$ cat config.mk
export PLATFORM = sky130hd
export DESIGN_NAME = mat_mul_stream_ctrl_flat
export DESIGN_NICKNAME = d
export VERILOG_FILES = /design/src/rtl/mat_mul_stream_ctrl_pkg.sv /design/src/rtl/mat_mul_stream_ctrl_if.sv /design/src/rtl/mat_mul_stream_ctrl.sv /design/src/flat_wrapper.sv
export SDC_FILE = /design/constraint.sdc
export NUM_CORES = 1
export LEC_CHECK = 0
export BUFFER_PORTS_ARGS = -buffer_cell sky130_fd_sc_hd__buf_4
export CAP_MARGIN = 25
export CELL_PAD_IN_SITES_DETAIL_PLACEMENT = 0
export CELL_PAD_IN_SITES_GLOBAL_PLACEMENT = 1
export CORE_MARGIN = 4
export CORE_UTILIZATION = 46
export DETAILED_ROUTE_END_ITERATION = 16
export PLACE_DENSITY_LB_ADDON = 0.1
export SYNTH_ARGS = -nofsm -noshare
export SYNTH_HDL_FRONTEND = slang
export SYNTH_SLANG_ARGS = --single-unit
export TNS_END_PERCENT = 100
$ cat constraint.sdc
create_clock -name clk -period 7.2 [get_ports clk]
set_input_delay 0.36 -clock clk [delete_from_list [all_inputs] [get_ports clk]]
set_output_delay 0.36 -clock clk [all_outputs]
set_load 0.02 [all_outputs]
$ cat src/rtl/mat_mul_stream_ctrl_pkg.sv
// Shared types and index constants for the 2x2 matrix-multiply stream controller.
package mat_pkg;

    typedef enum logic [1:0] {
        LOAD  = 2'd0,
        START = 2'd1,
        WAIT  = 2'd2,
        SEND  = 2'd3
    } state_t;

    localparam int NUM_OPERANDS = 8;
    localparam int NUM_RESULTS  = 4;

    // Operand order on the input stream
    localparam int IDX_A11 = 0;
    localparam int IDX_A12 = 1;
    localparam int IDX_A21 = 2;
    localparam int IDX_A22 = 3;
    localparam int IDX_B11 = 4;
    localparam int IDX_B12 = 5;
    localparam int IDX_B21 = 6;
    localparam int IDX_B22 = 7;

    // Result order on the output stream
    localparam int IDX_C11 = 0;
    localparam int IDX_C12 = 1;
    localparam int IDX_C21 = 2;
    localparam int IDX_C22 = 3;

endpackage

$ cat src/rtl/mat_mul_stream_ctrl_if.sv
// Operand/result streams plus the multiplier-side handshake of the controller.
interface mat_mul_stream_ctrl_if #(parameter int N = 10);

    logic           in_valid;
    logic           in_ready;
    logic [N-1:0]   in_data;

    logic [N-1:0]   mul_A11, mul_A12, mul_A21, mul_A22;
    logic [N-1:0]   mul_B11, mul_B12, mul_B21, mul_B22;
    logic           mul_start;
    logic           mul_done;
    logic [2*N-1:0] mul_C11, mul_C12, mul_C21, mul_C22;

    logic           out_valid;
    logic           out_ready;
    logic [2*N-1:0] out_data;
    logic           out_last;
    logic           frame_done;
    logic           err_timeout;

    // master = the controller, slave = upstream/multiplier/downstream environment
    modport master (
        input  in_valid, in_data, mul_done,
        input  mul_C11, mul_C12, mul_C21, mul_C22, out_ready,
        output in_ready, mul_start,
        output mul_A11, mul_A12, mul_A21, mul_A22,
        output mul_B11, mul_B12, mul_B21, mul_B22,
        output out_valid, out_data, out_last, frame_done, err_timeout
    );

    modport slave (
        output in_valid, in_data, mul_done,
        output mul_C11, mul_C12, mul_C21, mul_C22, out_ready,
        input  in_ready, mul_start,
        input  mul_A11, mul_A12, mul_A21, mul_A22,
        input  mul_B11, mul_B12, mul_B21, mul_B22,
        input  out_valid, out_data, out_last, frame_done, err_timeout
    );

endinterface

$ cat src/rtl/mat_mul_stream_ctrl.sv
// Serial-in / serial-out initiator for the 2x2 multiplier; owns the start/done handshake.
//   state | meaning
//   LOAD  | accept operand words 0..7 from the input stream
//   START | one-cycle mul_start pulse, timeout counter cleared
//   WAIT  | wait for mul_done, abort the frame after DONE_TIMEOUT-1 idle cycles
//   SEND  | emit C11..C22 on the output stream
module mat_mul_stream_ctrl
    import mat_pkg::*;
#(
    parameter int N            = 10,
    parameter int DONE_TIMEOUT = 16
) (
    input  logic                 clk,
    input  logic                 rst,
    mat_mul_stream_ctrl_if.master bus
);

    localparam int TW = (DONE_TIMEOUT > 2) ? $clog2(DONE_TIMEOUT) : 1;
    localparam logic [TW-1:0] T_LAST = TW'(DONE_TIMEOUT - 2);
    localparam logic [2:0]    W_LAST = 3'(NUM_OPERANDS - 1);
    localparam logic [1:0]    R_LAST = 2'(IDX_C22);

    state_t         state, state_nxt;
    logic [2:0]     wcnt, wcnt_nxt;
    logic [1:0]     ridx, ridx_nxt;
    logic [TW-1:0]  tcnt, tcnt_nxt;
    logic           load_en, cap_en;
    logic           err_nxt, fdone_nxt;
    logic           err_q, fdone_q;

    logic [N-1:0]   opnd [NUM_OPERANDS];
    logic [2*N-1:0] res  [NUM_RESULTS];

    always_ff @(posedge clk or posedge rst) begin
        if (rst) begin
            state   <= LOAD;
            wcnt    <= '0;
            ridx    <= '0;
            tcnt    <= '0;
            err_q   <= 1'b0;
            fdone_q <= 1'b0;
        end else begin
            state   <= state_nxt;
            wcnt    <= wcnt_nxt;
            ridx    <= ridx_nxt;
            tcnt    <= tcnt_nxt;
            err_q   <= err_nxt;
            fdone_q <= fdone_nxt;
        end
    end

    always_comb begin
        state_nxt = state;
        wcnt_nxt  = wcnt;
        ridx_nxt  = ridx;
        tcnt_nxt  = tcnt;
        load_en   = 1'b0;
        cap_en    = 1'b0;
        err_nxt   = 1'b0;
        fdone_nxt = 1'b0;
        case (state)
            LOAD: begin
                if (bus.in_valid) begin
                    load_en = 1'b1;
                    if (wcnt == W_LAST) begin
                        wcnt_nxt  = '0;
                        state_nxt = START;
                    end else begin
                        wcnt_nxt = wcnt + 3'd1;
                    end
                end
            end
            START: begin
                tcnt_nxt  = '0;
                state_nxt = WAIT;
            end
            WAIT: begin
                if (bus.mul_done) begin
                    cap_en    = 1'b1;
                    ridx_nxt  = '0;
                    state_nxt = SEND;
                end else begin
                    tcnt_nxt = tcnt + 1'b1;
                    // counter is about to reach DONE_TIMEOUT-1: give up on this frame
                    if (tcnt == T_LAST) begin
                        err_nxt   = 1'b1;
                        state_nxt = LOAD;
                    end
                end
            end
            SEND: begin
                if (bus.out_ready) begin
                    if (ridx == R_LAST) begin
                        fdone_nxt = 1'b1;
                        ridx_nxt  = '0;
                        state_nxt = LOAD;
                    end else begin
                        ridx_nxt = ridx + 2'd1;
                    end
                end
            end
            default: state_nxt = LOAD;
        endcase
    end

    always_ff @(posedge clk or posedge rst) begin
        if (rst) begin
            for (int i = 0; i < NUM_OPERANDS; i++) opnd[i] <= '0;
            for (int i = 0; i < NUM_RESULTS; i++)  res[i]  <= '0;
        end else begin
            if (load_en) opnd[wcnt] <= bus.in_data;
            if (cap_en) begin
                res[IDX_C11] <= bus.mul_C11;
                res[IDX_C12] <= bus.mul_C12;
                res[IDX_C21] <= bus.mul_C21;
                res[IDX_C22] <= bus.mul_C22;
            end
        end
    end

    assign bus.in_ready    = (state == LOAD);
    assign bus.mul_start   = (state == START);
    assign bus.out_valid   = (state == SEND);
    assign bus.out_last    = (state == SEND) && (ridx == R_LAST);
    assign bus.out_data    = res[ridx];
    assign bus.frame_done  = fdone_q;
    assign bus.err_timeout = err_q;

    // Operands only change in LOAD, so the multiplier sees them stable through capture
    assign bus.mul_A11 = opnd[IDX_A11];
    assign bus.mul_A12 = opnd[IDX_A12];
    assign bus.mul_A21 = opnd[IDX_A21];
    assign bus.mul_A22 = opnd[IDX_A22];
    assign bus.mul_B11 = opnd[IDX_B11];
    assign bus.mul_B12 = opnd[IDX_B12];
    assign bus.mul_B21 = opnd[IDX_B21];
    assign bus.mul_B22 = opnd[IDX_B22];

endmodule

$ cat src/flat_wrapper.sv
// flat-port wrapper written by rule: the top's interface ports become plain ports
module mat_mul_stream_ctrl_flat import mat_pkg::*;
#(
    parameter int N            = 10,
    parameter int DONE_TIMEOUT = 16
)
  (clk, rst, bus_in_valid, bus_in_data, bus_mul_done, bus_mul_C11, bus_mul_C12, bus_mul_C21, bus_mul_C22, bus_out_ready, bus_in_ready, bus_mul_start, bus_mul_A11, bus_mul_A12, bus_mul_A21, bus_mul_A22, bus_mul_B11, bus_mul_B12, bus_mul_B21, bus_mul_B22, bus_out_valid, bus_out_data, bus_out_last, bus_frame_done, bus_err_timeout);
  mat_mul_stream_ctrl_if #(.N(N)) bus_i ();
  input  logic clk;
  input  logic rst;
  input wire logic [$bits(bus_i.in_valid)-1:0] bus_in_valid;
  input wire logic [$bits(bus_i.in_data)-1:0] bus_in_data;
  input wire logic [$bits(bus_i.mul_done)-1:0] bus_mul_done;
  input wire logic [$bits(bus_i.mul_C11)-1:0] bus_mul_C11;
  input wire logic [$bits(bus_i.mul_C12)-1:0] bus_mul_C12;
  input wire logic [$bits(bus_i.mul_C21)-1:0] bus_mul_C21;
  input wire logic [$bits(bus_i.mul_C22)-1:0] bus_mul_C22;
  input wire logic [$bits(bus_i.out_ready)-1:0] bus_out_ready;
  output wire logic [$bits(bus_i.in_ready)-1:0] bus_in_ready;
  output wire logic [$bits(bus_i.mul_start)-1:0] bus_mul_start;
  output wire logic [$bits(bus_i.mul_A11)-1:0] bus_mul_A11;
  output wire logic [$bits(bus_i.mul_A12)-1:0] bus_mul_A12;
  output wire logic [$bits(bus_i.mul_A21)-1:0] bus_mul_A21;
  output wire logic [$bits(bus_i.mul_A22)-1:0] bus_mul_A22;
  output wire logic [$bits(bus_i.mul_B11)-1:0] bus_mul_B11;
  output wire logic [$bits(bus_i.mul_B12)-1:0] bus_mul_B12;
  output wire logic [$bits(bus_i.mul_B21)-1:0] bus_mul_B21;
  output wire logic [$bits(bus_i.mul_B22)-1:0] bus_mul_B22;
  output wire logic [$bits(bus_i.out_valid)-1:0] bus_out_valid;
  output wire logic [$bits(bus_i.out_data)-1:0] bus_out_data;
  output wire logic [$bits(bus_i.out_last)-1:0] bus_out_last;
  output wire logic [$bits(bus_i.frame_done)-1:0] bus_frame_done;
  output wire logic [$bits(bus_i.err_timeout)-1:0] bus_err_timeout;
  assign bus_i.in_valid = bus_in_valid;
  assign bus_i.in_data = bus_in_data;
  assign bus_i.mul_done = bus_mul_done;
  assign bus_i.mul_C11 = bus_mul_C11;
  assign bus_i.mul_C12 = bus_mul_C12;
  assign bus_i.mul_C21 = bus_mul_C21;
  assign bus_i.mul_C22 = bus_mul_C22;
  assign bus_i.out_ready = bus_out_ready;
  assign bus_in_ready = bus_i.in_ready;
  assign bus_mul_start = bus_i.mul_start;
  assign bus_mul_A11 = bus_i.mul_A11;
  assign bus_mul_A12 = bus_i.mul_A12;
  assign bus_mul_A21 = bus_i.mul_A21;
  assign bus_mul_A22 = bus_i.mul_A22;
  assign bus_mul_B11 = bus_i.mul_B11;
  assign bus_mul_B12 = bus_i.mul_B12;
  assign bus_mul_B21 = bus_i.mul_B21;
  assign bus_mul_B22 = bus_i.mul_B22;
  assign bus_out_valid = bus_i.out_valid;
  assign bus_out_data = bus_i.out_data;
  assign bus_out_last = bus_i.out_last;
  assign bus_frame_done = bus_i.frame_done;
  assign bus_err_timeout = bus_i.err_timeout;
  mat_mul_stream_ctrl #(.N(N), .DONE_TIMEOUT(DONE_TIMEOUT)) u_core (.clk(clk), .rst(rst), .bus(bus_i));
endmodule
==> impl_summary.md <==
Status
The run finished with clean final reports.

Pwr
The maximum resistive drop on vdd is 0.2597 mV. Overall power consumption after layout is estimated at 4.393 mW. In this run the static leakage power is 4.498 nW. The ratio of total power to cell area is 463.2 mW/mm².

Drt
The routed design has 16500 µm of wire. The count of vias placed by the detailed router is 4409. The pre-antenna-repair detailed-routing pass consisted of 4 iterations.

The detailed router finished its first iteration with 155 violations. In the routed design, unresolved DRC markers number 0. In this run the remaining antenna-violating nets after routing total 0. The average detailed-routed wire length per instance is 19.03 µm. After detailed routing, the number of vias per cell comes to 5.085.

Timing
The accumulated negative setup slack is 0 ps. The minimum period implied by the final worst setup slack is 2594 ps. Hold timing on the final database bottoms out at a slack of 167.1 ps. The measured slew at the worst slew-check pin is 1072 ps. The relative slew slack is 28.53%. Setup repair after global routing left no endpoint under its margin. The highest clock rate is 385.5 MHz. The clock arrives with 8.475 ps of skew. Setup violations remaining at the end of the flow were counted as 0. The minimum setup slack in the final design is 4606 ps. The total count of max-transition violations in the final report is 0. In the finished design, the share of the clock period the worst path needs comes to 36.02%. The final number of hold-violating endpoints is 0.

Logic synthesis
By area the synthesized netlist is led by sky130_fd_sc_hd__dfrtp_1 60%, sky130_fd_sc_hd__mux2_2 24%, sky130_fd_sc_hd__mux4_2 6.3%, sky130_fd_sc_hd__mux2_4 2.1%, sky130_fd_sc_hd__buf_4 0.94%. The most used flip-flop cell after synthesis is sky130_fd_sc_hd__dfrtp_1. The netlist area before placement is 0.007194 mm².

The share of flip-flops with an asynchronous set or reset after synthesis is 100.0%. The sequential area share after synthesis is 60.17%. In this run, distinct cell masters in the synthesized netlist total 33. The average instance in the mapped netlist occupies 16.46 µm².

The synthesized design spends more area on one cell type than any other, namely sky130_fd_sc_hd__dfrtp_1. The net count of the mapped netlist is 537. The share of synthesized area in the top cell type comes to 60.17%. The number of standard cells after synthesis is 437. The Yosys warning count is 0.

Counting flops and latches in the post-synthesis netlist gives 173. The count of flip-flops with a built-in enable after synthesis is 0.

Final layout
The multi-input combinational cells in the finished layout cover a total of 0.002725 mm². The final standard cell utilization of the core is 62.15%. The count of fill cells added during filler insertion is 1153. The non-filler instance count after layout is 867. The final layout contains 743 nets. Once layout is done, the placed cells without fillers occupy 0.009483 mm². Of the cells placed in the final design, the portion with a size suffix greater than 1 is 65.40%. The area used by sequential logic in the layout is 0.004329 mm². The repair_antennas step left the layout with diodes totalling 0.

Compared with the post-synthesis result, the final layout area differs by 31.81%.

CTS
The CTS buffer count is 17. The clock slew at the register clock pins of the worst setup and hold paths is 60 ps. The clock latency on the worst-skew pair is 420 ps. The CTS tree is built. The clock net in this run drives a total of 173 sinks. The H-tree was split into 4 levels. CTS placed an instance of sky130_fd_sc_hd__clkbuf_16 at the clock tree root. The clock passes through at most 2 buffers. The quantity of gates resized following cts is 0.

Setup path
The capture point of the worst reg-to-reg path is u_core.res[71]. The critical path ends at bus_out_data[18]. The type of destination of the critical path is an output pin.

For flop-to-flop paths, the worst setup slack is 4920 ps. The launch point of the worst reg-to-reg path is u_core.state[0]. The data required time at the worst endpoint is 6840 ps. Measured in cells, the most critical reg-to-reg path has a length of 3. The critical path starts at u_core.ridx[1]. The critical path data arrival time is 2230 ps. The top fanout value on the critical path is 22. The kind of launch point of the worst setup path is a flip-flop. The critical path is of the flip-flop to output pin type.

Floorplan
The top-level I/O count is 201. The overall die area is 0.01771 mm². The die is 133.1 µm wide. The die height is 133.1 µm.

The region available for standard cell placement spans 0.01526 mm². The effective utilization at floorplan is 47.15%. After floorplanning, the core was divided into 45 placement rows.

Place
The instance area after placement is 0.008870 mm². The final weighted congestion in routability-driven placement is 0.7562. In this run, placement finished with an instance count of 833. Detailed placement ended at an HPWL of 11360 µm. The number of buffers inserted by port buffering is 200. Prior to clock tree synthesis, the placed netlist has a worst setup slack of 4963 ps.

Global routing
The via count of the first global-routing pass is 4842. Entering global routing, the biggest net connects 106 pins. The global-route wire length before repair is 26570 µm. The number of antenna violations at the first check in global routing is 0. Global routing consumed, over all layers together, 19.38% of the routing resources. Global routing finished with a remaining overflow of 0.

Min path
In this run the worst hold path is classified as input pin to flip-flop. Along the worst hold path, the cell count comes to 2.

Job
The tool flagged a number of max-cap violations equal to 0.
==> timing repair <==
action                     in CTS  in global routing
setup endpoints to repair       0                  0
hold endpoints to repair        0                 12
buffers inserted                0                  0
hold buffers                    0                  1
==> layout by cell type (no fill, tap or decap), types with 3 or more instances in the layout <==
master	n
sky130_fd_sc_hd__o21ai_0	4
sky130_fd_sc_hd__inv_1	5
sky130_fd_sc_hd__a21oi_1	5
sky130_fd_sc_hd__mux2_2	153
sky130_fd_sc_hd__inv_6	4
sky130_fd_sc_hd__clkinv_4	6
sky130_fd_sc_hd__ha_1	5
sky130_fd_sc_hd__dfrtp_1	173
sky130_fd_sc_hd__nand2_2	6
sky130_fd_sc_hd__nor2b_1	3
sky130_fd_sc_hd__nor2_1	5
sky130_fd_sc_hd__mux4_2	20
sky130_fd_sc_hd__nand2_1	3
sky130_fd_sc_hd__mux2_4	10
sky130_fd_sc_hd__nand3_1	4
sky130_fd_sc_hd__clkinvlp_4	3
sky130_fd_sc_hd__clkbuf_16	17
sky130_fd_sc_hd__buf_4	203
sky130_fd_sc_hd__and3_1	3
==> critical path, cell delays in order, from the launching register on <==
cell                      delay (ps)
sky130_fd_sc_hd__dfrtp_1        1040
sky130_fd_sc_hd__mux4_2          600
sky130_fd_sc_hd__buf_4           170
==> how the worst min path moves through the flow <==
stage                     from        endpoint
5_1_grt         bus_mul_C21[8]  u_core.res[28]
3_5_place_dp     u_core.res[0]   u_core.res[0]
2_1_floorplan   u_core.res[20]  u_core.res[20]
4_1_cts        bus_mul_C21[19]  u_core.res[39]
3_3_place_gp    u_core.res[15]  u_core.res[15]
6_report       bus_mul_C11[10]  u_core.res[70]
==> kinds of logic (layout without fill, tap and decap cells) <==
group                      count (synthesis)  in the layout  share of synthesized area, %
AOI/OAI and AO/OA                         14             14                         1.200
adders and majority gates                  5              5                        0.8696
buffers and inverters                     24            243                         1.948
DFF                                      173            173                         60.17
muxes                                    183            183                         32.30
and+or+nand+nor                           38             38                         3.513
==> metal layers <==
layer	track usage [%]	vias up	wire length, µm
li1	-	2006	-
met1	24.04	2253	6857
met2	31.88	130	8244
met3	7.262	20	1206
met4	5.543	0	190
met5	0	-	0
==> synth_stat cells, types with 2 or more instances <==
library cell / n
sky130_fd_sc_hd__inv_1: 6
sky130_fd_sc_hd__nand2_2: 6
sky130_fd_sc_hd__o21ai_0: 4
sky130_fd_sc_hd__nand3_1: 4
sky130_fd_sc_hd__mux2_4: 10
sky130_fd_sc_hd__mux2_2: 153
sky130_fd_sc_hd__nand4b_1: 2
sky130_fd_sc_hd__a21oi_1: 5
sky130_fd_sc_hd__dfrtp_1: 173
sky130_fd_sc_hd__and2_1: 2
sky130_fd_sc_hd__buf_2: 4
sky130_fd_sc_hd__nor2_1: 5
sky130_fd_sc_hd__nand3b_1: 2
sky130_fd_sc_hd__ha_1: 5
sky130_fd_sc_hd__o2bb2ai_1: 2
sky130_fd_sc_hd__nand2_1: 3
sky130_fd_sc_hd__and3_1: 3
sky130_fd_sc_hd__nor2b_1: 3
sky130_fd_sc_hd__mux4_2: 20
sky130_fd_sc_hd__clkbuf_1: 3
sky130_fd_sc_hd__nor3_1: 2
sky130_fd_sc_hd__buf_4: 9
==> report_power, final <==
part           total [mW]  internal [mW]  switching (mW)
clock network       0.885          0.491           0.395
logic                1.80          0.974           0.823
registers            1.71           1.42           0.291
total                4.39           2.88            1.51
==> sequential cells by signal, summed over array words and instances, names as in the netlist, 10 cells and up <==
register and cells:
u_core.bus.mul_B22 10, u_core.bus.mul_A21 10, u_core.bus.mul_B12 10, u_core.bus.mul_B11 10
u_core.bus.mul_A11 10, u_core.bus.mul_B21 10, u_core.bus.mul_A22 10, u_core.bus.mul_A12 10
u_core.res 80
==> layout make-up <==
type	count	area share, %
clock inverter	14	1.438
sequential	173	45.65
timing repair buffer	205	16.47
inverter	6	0.2903
multi-input combinational	240	28.74
tap	211	2.784
clock buffer	18	4.631
Note: power is estimated with default switching activity, not from simulation.
